[src/rtl/msa_issue_seq.sv]
// rtl/msa_issue_seq.sv - MSA issue sequencer: single-op issue and MI10 four-beat vector load/store
module msa_issue_seq #(
    parameter logic [3:0] FMT_MI10 = 4'b1000,
    parameter int         ADDR_W   = 32
) (
    input  logic              clk,
    input  logic              reset,
    input  logic              in_valid,
    output logic              in_ready,
    input  logic [31:0]       instr,
    input  logic [3:0]        format,
    input  logic [31:0]       base,
    input  logic              flush,
    input  logic              ex_stall,
    output logic              issue_valid,
    output logic [31:0]       issue_instr,
    output logic [3:0]        issue_format,
    output logic              mem_req,
    output logic              mem_we,
    output logic [ADDR_W-1:0] mem_addr,
    output logic [1:0]        mem_beat,
    input  logic              mem_ack,
    input  logic [31:0]       mem_rdata,
    output logic [127:0]      ld_data,
    output logic              ld_valid,
    output logic              align_err,
    output logic              busy
);

    typedef enum logic [1:0] {
        IDLE  = 2'd0,
        ISSUE = 2'd1,
        MEM   = 2'd2,
        DONE  = 2'd3
    } state_t;

    state_t         state_q, state_d;
    logic [31:0]    instr_q;
    logic [3:0]     format_q;
    logic [31:0]    base_q;
    logic [1:0]     beat_q;
    logic [127:0]   ld_data_q;
    logic           done_held_q;

    logic           accept;
    logic           in_is_mi10;
    logic [31:0]    s10_ext;
    logic [31:0]    vec_addr;
    logic [31:0]    beat_addr;
    logic           misaligned;

    // MI10 shares its format code with 2RF; the minor opcode field tells them apart.
    assign in_is_mi10 = (format == FMT_MI10) && (instr[5:3] == 3'b100);
    assign accept     = in_valid && in_ready;

    // Vector base address from the latched op; constant for the whole MEM visit.
    assign s10_ext    = {{22{instr_q[25]}}, instr_q[25:16]};
    assign vec_addr   = base_q + (s10_ext << instr_q[1:0]);
    assign beat_addr  = vec_addr + {28'd0, beat_q, 2'b00};
    assign misaligned = (vec_addr[1:0] != 2'b00);

    // Next-state and handshake/strobe outputs.
    always_comb begin
        state_d     = state_q;
        in_ready    = 1'b0;
        issue_valid = 1'b0;
        mem_req     = 1'b0;
        align_err   = 1'b0;
        ld_valid    = 1'b0;
        case (state_q)
            IDLE: begin
                in_ready = 1'b1;
                if (accept) begin
                    state_d = in_is_mi10 ? MEM : ISSUE;
                end
            end
            ISSUE: begin
                issue_valid = 1'b1;
                in_ready    = !ex_stall;
                if (!ex_stall) begin
                    if (accept) begin
                        state_d = in_is_mi10 ? MEM : ISSUE;
                    end else begin
                        state_d = IDLE;
                    end
                end
            end
            MEM: begin
                if (misaligned) begin
                    align_err = 1'b1;
                    state_d   = IDLE;
                end else begin
                    mem_req = 1'b1;
                    if (mem_ack && (beat_q == 2'd3)) begin
                        state_d = DONE;
                    end
                end
            end
            DONE: begin
                issue_valid = 1'b1;
                // A stalled DONE keeps the issue slot up but reports the load only once.
                ld_valid    = !instr_q[2] && !done_held_q;
                if (!ex_stall) begin
                    state_d = IDLE;
                end
            end
            default: state_d = IDLE;
        endcase
    end

    assign mem_we       = mem_req && instr_q[2];
    assign mem_addr     = mem_req ? ADDR_W'(beat_addr) : '0;
    assign mem_beat     = mem_req ? beat_q : 2'd0;
    assign issue_instr  = instr_q;
    assign issue_format = format_q;
    assign ld_data      = ld_data_q;
    assign busy         = (state_q != IDLE);

    // State, latched op, beat counter and load assembly register.
    always_ff @(posedge clk) begin
        if (reset || flush) begin
            state_q     <= IDLE;
            instr_q     <= '0;
            format_q    <= '0;
            base_q      <= '0;
            beat_q      <= '0;
            ld_data_q   <= '0;
            done_held_q <= 1'b0;
        end else begin
            state_q     <= state_d;
            done_held_q <= (state_q == DONE) && ex_stall;
            if (accept) begin
                instr_q  <= instr;
                format_q <= format;
                base_q   <= base;
                beat_q   <= 2'd0;
            end else if (mem_req && mem_ack) begin
                if (!instr_q[2]) begin
                    ld_data_q[{beat_q, 5'b00000} +: 32] <= mem_rdata;
                end
                beat_q <= beat_q + 2'd1;
            end
        end
    end

endmodule
[config.mk]
export PLATFORM = sky130hd
export DESIGN_NAME = msa_issue_seq
export DESIGN_NICKNAME = d
export VERILOG_FILES = /design/src/rtl/msa_issue_seq.sv
export SDC_FILE = /design/constraint.sdc
export NUM_CORES = 1
export LEC_CHECK = 0
export BUFFER_PORTS_ARGS = -buffer_cell sky130_fd_sc_hd__buf_2
export CORE_MARGIN = 2
export CORE_UTILIZATION = 35
export CTS_BUF_LIST = sky130_fd_sc_hd__clkbuf_4 sky130_fd_sc_hd__clkbuf_8
export CTS_CLUSTER_DIAMETER = 30
export CTS_CLUSTER_SIZE = 24
export DETAILED_ROUTE_END_ITERATION = 7
export PLACE_DENSITY = 0.66
export REMOVE_ABC_BUFFERS = 1
export SLEW_MARGIN = 40
export SYNTH_ARGS = -nofsm -noshare
export SYNTH_HDL_FRONTEND = slang
export SYNTH_SLANG_ARGS = --single-unit
[constraint.sdc]
create_clock -name clk -period 9.35 [get_ports clk]
set_input_delay 0.935 -clock clk [delete_from_list [all_inputs] [get_ports clk]]
set_output_delay 0.935 -clock clk [all_outputs]
set_load 0.02 [all_outputs]
[Word level (Yosys, flattened, before mapping)]
Index checks and enable logic that the tools add are counted.
Storage, ports and cells
  bits in registers: 201
  input bits: 106
  output and inout port bits: 205
  logic and storage cells: 62
Cells by class
  add/sub/neg operators: 4
  equality and inequality tests: 10
  shift-type cells: 3
  mux-type cells: 18
  bitwise operators: 2
  reduce and logical (&&, ||, !) cells: 18
Operators by type and width (number)
  $bwmux 128: 1
  $shift 32x9->128 const A: 1
  $shiftx 32x9->128: 1
  $add 32x32->32: 1
  $add 32x4->32: 1
  $mux 32: 1
  $shl 32x2->32: 1
  $mux 2: 8
  $neg 7->9: 1
  $pmux 2 s4: 1
  $logic_and 1x1->1: 7
  $eq 2x2->1 const B: 3
  $mux 1: 6
  $ne 2x2->1 const B: 3
  $eq 4x4->1 const B: 1
  $reduce_and 4->1: 1
  $reduce_bool 2->1: 2
  $reduce_or 2->1: 2
  $eq 3x3->1 const B: 1
  $logic_not 1->1: 3
  $ne 3x3->1 const B: 1
  $reduce_and 3->1: 1
  $add 2x1->2 const B: 1
  $eq 2x1->1 const B: 1
  4 further kinds: 5

[Depth between registers and ports, before layout]
Gate-level depths: netlist (run 1).
  depth in word-level cells: 7
  mapped depth: 17
  gate-level depth less buffers: 14

[Worst setup path after synthesis (run 1)]
OpenSTA, ideal clock, no wires.
  kind: reg-to-output
  start point: reg instr_q[0], in the netlist issue_instr[0]
  end point: out mem_addr[28]
  data arrival time: 4.929 ns
  path slack: 3.486 ns
  stages on the path, launching flop included: 17
  path through: dfxtp_1 > clkbuf_1 > buf_1 > mux2i_1 > nor2_1 > ha_1 > a21o_1 > a21oi_1 > xnor2_1 > inv_1 > fa_1 > nand4b_1 > nor4_1 > nand4_1 > or4b_1 > or4_1 > a21oi_1
On the way
  cells in the longest elaborated chain, start to end: 6
  elaborated cells on any way between the ends: 7
  classes of those cells: add/sub: 2; shift: 1; mux: 3; reduce/logical: 1
Ends and longest elaborated chain
  start, declared: RTL line 38  | logic [31:0] instr_q;
  start signal, assigned: RTL line 133  | instr_q <= instr;
  $shl 32x2->32 (*): RTL line 58  | assign vec_addr = base_q + (s10_ext << instr_q[1:0]);
  $add 32x32->32 (*): RTL line 58
  branches (longest 3 deep; another with $add 32x4->32)
  $mux 32 (*): RTL line 112  | assign mem_addr = mem_req ? ADDR_W'(beat_addr) : '0;
  end, declared: RTL line 20  | output logic [ADDR_W-1:0] mem_addr,
Every way passes the cells marked *.

[Final worst setup path (run 1)]
  start point: reg instr_q[0], in the netlist issue_instr[0]
  end point: out mem_addr[29]
Same word-level chain as after synthesis.

==> results summary, run 1 <==
The run finished with clean final reports. At the end of routability-driven placement, the weighted congestion stood at 0.899. The xor and xnor area share after synthesis came out at 2.56%.

The number of levels the H-tree was split into is 2. The first-pass GRT wire length came out at 57.3 mm. The quantity of I/O buffers inserted on ports is 308. Once the floorplan was initialized, standard cells occupied 35.6% of the core. Summed over all nets, wire length on met3 after detailed routing comes to 3.37 mm. In the synthesized netlist, mux cells make up 2.52% of the area. TritonCTS built the clock tree. The die area is 31700 sq um.

The number of placement rows came out at 63. In this run the top signal layer used is met5. Summed over all instances, the cell type with the most area after synthesis is sky130_fd_sc_hd__dfxtp_1. The detailed-router iteration count before antenna repair came out at 5. The critical path data arrival time is 5.71 ns.

The cell count after synthesis is 1418. The proportion of register bits with asynchronous set or reset after synthesis is 0%. The worst voltage drop across the vdd grid is 0.132 mV. The count of flip-flops with a built-in enable after synthesis came out at 0.

Measured on the finished design, the core utilization comes to 45.1%. The number of nets in the layout is 1826. The average wire per cell in the routed design came out at 17.3 microns. The finished layout cell area is 13400 sq um. The routed length on met2 is 17.1 mm. The post-synthesis compound-gate area fraction came out at 19.4%. The path class of the lowest-slack min-delay path is reg2reg. The clock-pin transition on the worst setup and hold timing paths came out at 0.06 ns. The hold violation total from the final report came out at 0.

The area share of fa/ha/maj cells after synthesis came out at 4.87%. Global routing finished with a remaining overflow of 0. The buffer count from post-CTS setup fixing came out at 0. The max-capacitance violation count came out at 0. In this run, post-CTS repair resized a total of 0 instances. The post-route fraction of the period consumed by the critical path is 71.1%. The relative slew slack is 47.7%. The synthesized-area fraction occupied by and/or/nand/nor cells is 28.1%.

The fraction of power consumed by the clock network is 51.1%. The sequential share of power is 40.6%. The power density relative to cell area came out at 162 nW/um^2. Setup total negative slack on the finished layout was measured at 0 ns. The switching portion of total power is 26.8%.

After filler insertion, the fill cell instance count of the layout stands at 3054. The largest buffer count on any clock path is 3. The number of synthesized register bits is 201. The sequential cell area came out at 4020 sq um. The number of buffers inserted by hold repair at cts came out at 0. The relative contribution of combinational cells to total power is 8.3%.

The starting DRC count in detailed routing is 719. In the final routing, the length of wire on met1 measures 15.1 mm. The fraction of final layout cells sized beyond drive strength 1 is 25.5%. The count of unresolved DRC violations after routing is 0. The placeable core region came out at 29700 sq um. The die width came out at 178 microns.

During synthesis, Yosys emitted a total of 0 warnings. The count of endpoints failing setup in the final report came out at 0. The initial antenna violation count came to 3. The upper clock frequency limit is 151 MHz. The clock net sink count is 201. The count of non-filler cells in the finished layout came out at 2109. STA classifies the critical path startpoint as a flop.

The internal portion of the total power is 1.59 mW. The die height came out at 178 microns. The number of buffers added by the clock tree synthesis step is 46.

The layout-stage area growth over the synthesis result came out at 26.5%. At the pin with the least slew margin, the transition time is 0.783 ns. By area, the combinational part of the netlist is dominated by simple AND/OR/NAND/NOR gates. The number of global-route vias before repair is 10.9k. The most used flip-flop cell after synthesis is sky130_fd_sc_hd__dfxtp_1. Entering global routing, the biggest net connects 95 pins. The static leakage is 5.51 nW. The worst-case clock skew came out at 0.0168 ns. The required time of the critical path came out at 8.42 ns. Counting I/O delays and the setup requirement, the final critical path takes 6.64 ns.

The tree is rooted in a sky130_fd_sc_hd__clkbuf_8. By startpoint and endpoint, the worst setup path is classified as reg2out. The number of cells in the design after placement is 2022. The part of the Yosys area used for sequential elements came out at 38.0%. By area the synthesized netlist is led by sky130_fd_sc_hd__dfxtp_1 38%, sky130_fd_sc_hd__a21oi_1 12%, sky130_fd_sc_hd__nand2_1 11%. Setup repair after global routing left no endpoint under its margin. Averaged over all synthesized cells, the footprint is 7.47 sq um. The fraction of post-synthesis cell area in the top cell type by area is 38.0%. The placement-stage cell area is 12300 sq um.

In the final layout, the multi-input gates occupy 6110 sq um. Of all nets on the critical path, the largest fanout is 16. The placed wire-length estimate came out at 24.9 mm.

The post-detailed-routing wire length is 36.5 mm. The detailed router placed 11.4k vias in this run. The worst-skew pair later-pin latency came out at 0.57 ns. The post-synth design cell area came out at 10600 sq um. The switching power summed over all nets is 0.582 mW. The nature of the critical path endpoint is an output port. The number of I/O pins came out at 311. The count of nets left with antenna violations once routing finished came out at 0. The netlist uses 66 different library cells. The final max-slew violation count is 0.

Dividing the detail-routed via count by the number of cells gives 5.40. The overall fraction of global-route tracks in use came out at 22.5%.
==> synth_stat cells (6+ instances only) <==
library cell / number
sky130_fd_sc_hd__nand2_1: 317
sky130_fd_sc_hd__a21oi_1: 244
sky130_fd_sc_hd__dfxtp_1: 201
sky130_fd_sc_hd__nand3_1: 142
sky130_fd_sc_hd__clkbuf_1: 96
sky130_fd_sc_hd__nor2_1: 53
sky130_fd_sc_hd__ha_1: 38
sky130_fd_sc_hd__o21ai_0: 38
sky130_fd_sc_hd__nor3_1: 21
sky130_fd_sc_hd__xnor2_1: 19
sky130_fd_sc_hd__and2_1: 16
sky130_fd_sc_hd__nand4_1: 16
sky130_fd_sc_hd__a21o_1: 14
sky130_fd_sc_hd__mux2i_1: 12
sky130_fd_sc_hd__xor2_1: 12
sky130_fd_sc_hd__and4_1: 11
sky130_fd_sc_hd__nor4_1: 10
sky130_fd_sc_hd__buf_2: 9
sky130_fd_sc_hd__inv_1: 9
sky130_fd_sc_hd__a211oi_1: 8
sky130_fd_sc_hd__nand2b_1: 8
sky130_fd_sc_hd__or3_1: 8
sky130_fd_sc_hd__or4_1: 8
sky130_fd_sc_hd__nor4b_1: 7
sky130_fd_sc_hd__o211ai_1: 7
sky130_fd_sc_hd__o31ai_1: 7
sky130_fd_sc_hd__mux4_2: 6
sky130_fd_sc_hd__o21a_1: 6
sky130_fd_sc_hd__or2_2: 6
==> power by group through the flow <==
stage	Combinational [mW]	Clock (mW)	Sequential, mW
after floorplan	0.100	0	0.902
after global placement	0.179	0	0.897
after detailed placement	0.180	0	0.897
after CTS	0.181	1.13	0.879
after global routing	0.200	1.17	0.880
final	0.181	1.11	0.879
==> metrics by stage <==
| step | total power, mW | hold WS [ns] | setup WS, ns |
|---|---|---|---|
| 6_report | 2.17 | 0.444 | 2.71 |
| 5_1_grt | 2.25 | 0.460 | 2.26 |
| 4_1_cts | 2.19 | 0.447 | 2.75 |
| 3_5_place_dp | 1.08 | 0.440 | 3.38 |
| 3_3_place_gp | 1.08 | 0.435 | 3.34 |
| 2_1_floorplan | 1.00 | 0.440 | 3.63 |
==> path summary, 6_finish.rpt <==
path | slack (ns) | startpoint | to | cells after the start
setup / recovery | 2.71 | issue_instr[0] | mem_addr[29] | 12
hold / removal | 0.44 | ld_data[110] | ld_data[110] | 2
setup reg to reg | 5.22 | issue_instr[0] | ld_data[107] | 12
hold reg to reg | 0.44 | ld_data[110] | ld_data[110] | 2
==> logic make-up (layout without fill, tap and decap cells) <==
group	count (synthesis)	count (layout)
adders and majority gates	40	40
xor gates and xnor gates	31	31
muxes	19	19
and+or+nand+nor	642	642
AOI/OAI and AO/OA	361	361
DFF	201	201
buffers and inverters	123	420
other	1	5
==> cell type report <==
cell class,instances,area share [%]
Multi-Input combinational cell,1095,45.7
Antenna cell,3,0.0561
Timing Repair Buffer,326,12.5
Sequential cell,201,30.1
Inverter,10,0.280
Tap cell,390,3.64
Clock inverter,28,2.15
Clock buffer,56,5.62
==> critical path: stages (launching register included) <==
cell,delay [ns]
sky130_fd_sc_hd__dfxtp_1,0.75
sky130_fd_sc_hd__mux4_2,0.59
sky130_fd_sc_hd__ha_1,0.43
sky130_fd_sc_hd__o211ai_1,0.17
sky130_fd_sc_hd__o22ai_2,0.36
sky130_fd_sc_hd__a31oi_1,0.22
sky130_fd_sc_hd__a2111oi_1,0.79
sky130_fd_sc_hd__nor3_1,0.15
sky130_fd_sc_hd__nor4_1,0.63
sky130_fd_sc_hd__nand4_1,0.21
sky130_fd_sc_hd__or4_1,0.51
sky130_fd_sc_hd__a21oi_1,0.17
sky130_fd_sc_hd__buf_2,0.18
==> layer usage <==
layer  up-vias  GRT usage [%]
li1       5515              -
met1      5353           27.4
met2       447           37.2
met3        62           7.13
met4         2           8.40
met5         -              0
==> flip-flops by register name (all words and copies together) (netlist names) <==
signal        flops
beat_q            2
issue_format      4
state_q           2
base_q           32
issue_instr      32
done_held_q       1
ld_data         128
==> cells in the final DEF (no fill, tap or decap), types with 5 or more instances in the layout <==
cell type and count:
sky130_fd_sc_hd__o21a_1 6, sky130_fd_sc_hd__xnor2_1 19, sky130_fd_sc_hd__a21oi_1 244, sky130_fd_sc_hd__buf_4 17, sky130_fd_sc_hd__buf_2 308, sky130_fd_sc_hd__nand2_1 316
sky130_fd_sc_hd__o31ai_1 7, sky130_fd_sc_hd__nor4_1 10, sky130_fd_sc_hd__a21o_1 14, sky130_fd_sc_hd__xor2_1 12, sky130_fd_sc_hd__inv_1 9, sky130_fd_sc_hd__mux2i_1 12
sky130_fd_sc_hd__nor2_1 53, sky130_fd_sc_hd__o21ai_0 38, sky130_fd_sc_hd__nor4b_1 7, sky130_fd_sc_hd__and4_1 11, sky130_fd_sc_hd__clkbuf_8 53, sky130_fd_sc_hd__nand2b_1 8
sky130_fd_sc_hd__nand4_1 16, sky130_fd_sc_hd__nand3_1 142, sky130_fd_sc_hd__nor3_1 20, sky130_fd_sc_hd__or4_1 8, sky130_fd_sc_hd__ha_1 38, sky130_fd_sc_hd__mux4_2 6
sky130_fd_sc_hd__o211ai_1 7, sky130_fd_sc_hd__and2_1 15, sky130_fd_sc_hd__dfxtp_1 201, sky130_fd_sc_hd__clkinv_2 12, sky130_fd_sc_hd__or2_2 5, sky130_fd_sc_hd__a211oi_1 8
sky130_fd_sc_hd__clkinv_4 6, sky130_fd_sc_hd__or3_1 8
Power figures use the tool's default switching activity.
==> run 2: changes to the inputs <==
- ABC_AREA: unset -> 1
- PLACE_DENSITY: 0.66 -> 0.65
- clock period: 9.35 -> 6.5 ns (I/O delays scaled with it)
==> run 2 against run 1 <==
  * Flip-flop and latch count unchanged
  * Cell count increased by 19%
  * Via count increased by 10%
  * Die area increased by 7.7%
  * Final area increased by 7.0%
  * First-iteration DRC count decreased by 14%
  * Highest routed layer unchanged
==> results summary, run 2 <==
The flow ran to the end, and the final reports show no timing, DRC or antenna violations. Setup repair after global routing left no endpoint under its margin. The number of placement rows came out at 66. The start-to-end type of the worst setup path is reg2out. TritonCTS built the clock tree. After the flow finishes, the layout carries non-filler instances totaling 2501. The worst-skew pair later-pin latency is 0.57 ns. The die width came out at 185 microns. Yosys attributes the largest share of cell area to sky130_fd_sc_hd__dfxtp_1 35%, sky130_fd_sc_hd__nand2_1 16%, sky130_fd_sc_hd__a21oi_1 7.7%.

The net count of the finished layout is 2171. sky130_fd_sc_hd__nand2_1 is the most common cell in the netlist. The die is 185 microns tall. Traced cell by cell, the critical path runs through o21ai_0 -> o21ai_0 -> ha_1 -> nand2_1 -> nand3_1 -> xor2_1 -> inv_1 -> fa_1 -> inv_1 -> nand3_1 -> nor2_4 -> nand4_1 -> nor2_4 -> nand3_4 -> nor2_8 -> nand2_2 -> nand2_1 -> nand2_1 -> nor2_1 -> buf_2.

The upper clock frequency limit is 192 MHz. Synthesis produced 1750 cells. Of all cell types, the one taking the most synthesized area is sky130_fd_sc_hd__dfxtp_1.

The number of I/O pins is 311. The count of flip-flops with a built-in enable after synthesis came out at 0. The number of flip-flops in the largest register came out at 128. The placed wire-length estimate is 28.3 mm. The total power draw came out at 3.18 mW.

The count of unresolved DRC violations after routing came out at 0. The worst hold path belongs to the class in2reg. The number of warnings reported in the yosys synthesis log is 0. The largest buffer count on any clock path came out at 3.

The cell chosen for the clock root is sky130_fd_sc_hd__clkbuf_8. The overall fraction of global-route tracks in use came out at 22.8%. The final-layout worst hold slack is 0.332 ns.

The tree built by TritonCTS fans out to 201 sinks. The synthesized netlist devotes 34.1% of its cell area to simple gates. The quantity of I/O buffers inserted on ports came out at 308. Dividing the detail-routed wire length by the instance count gives 15.8 microns. In the layout the commonest cells are 484 x sky130_fd_sc_hd__nand2_1, 308 x sky130_fd_sc_hd__buf_2, 200 x sky130_fd_sc_hd__dfxtp_1. The delay of the slowest cell on the worst path is 0.65 ns.

The largest fanout on the critical path is 21. The top cell type by area accounts for 35.2% of the synthesized area. Of the post-synthesis cell area, the part taken by muxes is 0.438%.

The relative slew slack came out at 45.5%. The xor and xnor area share after synthesis is 0.690%. Ranked by instance count, the synthesized netlist is headed by 485 x sky130_fd_sc_hd__nand2_1, 201 x sky130_fd_sc_hd__dfxtp_1, 176 x sky130_fd_sc_hd__a21oi_1. The worst path uses 80.3% of the clock period.

Of the synthesized area, sequential elements account for 35.2%. The routed via count came out at 12.5k. Setup violations remaining at the end of the flow were counted as 0.

The startpoint class of the critical path is a flop. The critical path data arrival time is 4.57 ns. The static leakage is 6.89 nW. For this design the ratio of total power to cell area is 222 nW/um^2. The clock-pin transition on the worst setup and hold timing paths came out at 0.06 ns. The number of cells in the design after placement came out at 2425.

The count of antenna-violating nets left after detailed routing is 0. The synthesized design contains 201 register bits. The first detailed-routing pass ran for 5 iterations. Buffers inserted during clock tree synthesis total 40. The starting DRC count in detailed routing came out at 619. The total overflow reported by the global router came out at 0. Max-cap violations in this run came to 0. IR analysis of the VDD net gives a maximum drop of 0.188 mV. The post-synthesis compound-gate area fraction is 15.6%.

By instance count, the cell type seen most on the critical path is sky130_fd_sc_hd__nand2_1. After detailed routing, the total wire length is 39.4 mm. The final max-slew violation count is 0. The aggregate negative setup slack came out at 0 ns. The count of cells resized by post-cts repair came out at 0. The area share of fa/ha/maj cells after synthesis came out at 4.51%.

The slowest stage cell on the critical path is sky130_fd_sc_hd__dfxtp_1. The placeable core region is 32400 sq um. The finished layout cell area is 14300 sq um. The number of unique standard cell types used by synthesis came out at 46.

The nature of the critical path endpoint is an output port. For the final database, setup skew stands at 0.0384 ns. In the routed layout, each cell is associated on average with a via count of 5.00. The library cell used most frequently in the layout, excluding fill and tap cells, is sky130_fd_sc_hd__nand2_1.

The die covers 34100 sq um. The fraction of final layout cells sized beyond drive strength 1 came out at 22.8%. The main combinational cell family by area after synthesis is simple AND/OR/NAND/NOR gates.

In the synthesized netlist the dominant register cell turns out to be sky130_fd_sc_hd__dfxtp_1. The number of levels the H-tree was split into is 2. The placement-stage cell area came out at 13300 sq um. The hold violation total from the final report was 0.

The number of global-route vias before repair came out at 12.0k. The starting utilization of the core area is 35.3%. After synthesis, the share of flip-flops with an asynchronous set or reset is 0%. The post-synth design cell area is 11400 sq um.

Buffers inserted to repair hold after CTS numbered 0. The transition at the pin with the smallest max-transition slack came out at 0.817 ns. Entering global routing, the biggest net connects 90 pins. At the end of routability-driven placement, the weighted congestion stood at 0.895.

The first-pass GRT wire length is 62.1 mm. The minimum clock period after layout is 5.22 ns. The required time of the critical path is 5.85 ns. The initial antenna violation count is 3. The buffer count from post-CTS setup fixing came out at 0. Averaged over all synthesized cells, the footprint is 6.52 sq um. From synthesis to final layout, the design area changed by 25.5%.
## run 2: cell types whose count changed after synthesis, moves of 26 or more
cell / delta
sky130_fd_sc_hd__a21oi_1: -68
sky130_fd_sc_hd__a31oi_1: +26
sky130_fd_sc_hd__inv_1: +161
sky130_fd_sc_hd__nand2_1: +168
sky130_fd_sc_hd__nand3_1: -52
sky130_fd_sc_hd__nand4_1: +29
sky130_fd_sc_hd__nor2_1: +112
sky130_fd_sc_hd__nor3_1: +28
sky130_fd_sc_hd__o21ai_0: +44
## run 2: cell families (layout without fill, tap and decap cells)
group	Yosys count	in the layout
and+or+nand+nor	893	893
AOI/OAI and AO/OA	326	326
buffers and inverters	275	581
DFF	201	201
adders and majority gates	40	40
xor gates and xnor gates	9	9
muxes	5	5
other	1	4
## run 2: final cells by class
type	count	area, sq um
fill	3485	18000
multi-input combinational	1275	6360
sequential	201	4030
timing repair buffer	325	1680
inverter	182	689
clock buffer	44	587
tap	442	553
clock inverter	30	430
antenna	2	5.00
## run 2: worst max-delay path: cells and delay by family, from the launching register on
kind            cells  cell delay, ns
xor+xnor            1            0.25
simple gates       12            1.58
flops               1            0.65
compound gates      2            0.42
buf+inv             3            0.33
fa+ha+maj           2            0.78
## run 2: through the flow
| stage | utilization, % | worst slack [ns] |
|---|---|---|
| after global routing | 44.3 | 0.761 |
| after floorplan | - | 1.03 |
| after CTS | 44.2 | 1.26 |
| after detailed placement | 41.1 | 1.89 |
| after global placement | 41.1 | 1.99 |
| final | 44.3 | 1.28 |
## run 2: final timing paths
check	start	end	slack, ns	cells after the start
worst max-delay path	issue_instr[0]	mem_addr[24]	1.28	20
worst min-delay path	base[6]	base_q[6]	0.33	3
worst max register to register	issue_instr[0]	ld_data[104]	2.44	15
worst min register to register	ld_data[56]	ld_data[56]	0.46	2
## run 2: report_power, final
group	leakage, nW	switching [mW]	total [mW]	internal, mW
logic	4.76	0.216	0.314	0.0981
clock network	0.498	0.639	1.60	0.964
registers	1.63	0.0138	1.26	1.25
## run 2: routing by layer
| layer | vias to the layer above | wire length [microns] | global-route usage [%] |
|---|---|---|---|
| li1 | 6306 | - | - |
| met1 | 5715 | 16000 | 26.5 |
| met2 | 421 | 19000 | 39.4 |
| met3 | 71 | 3380 | 6.86 |
| met4 | 2 | 1030 | 8.41 |
| met5 | - | 11 | 0 |
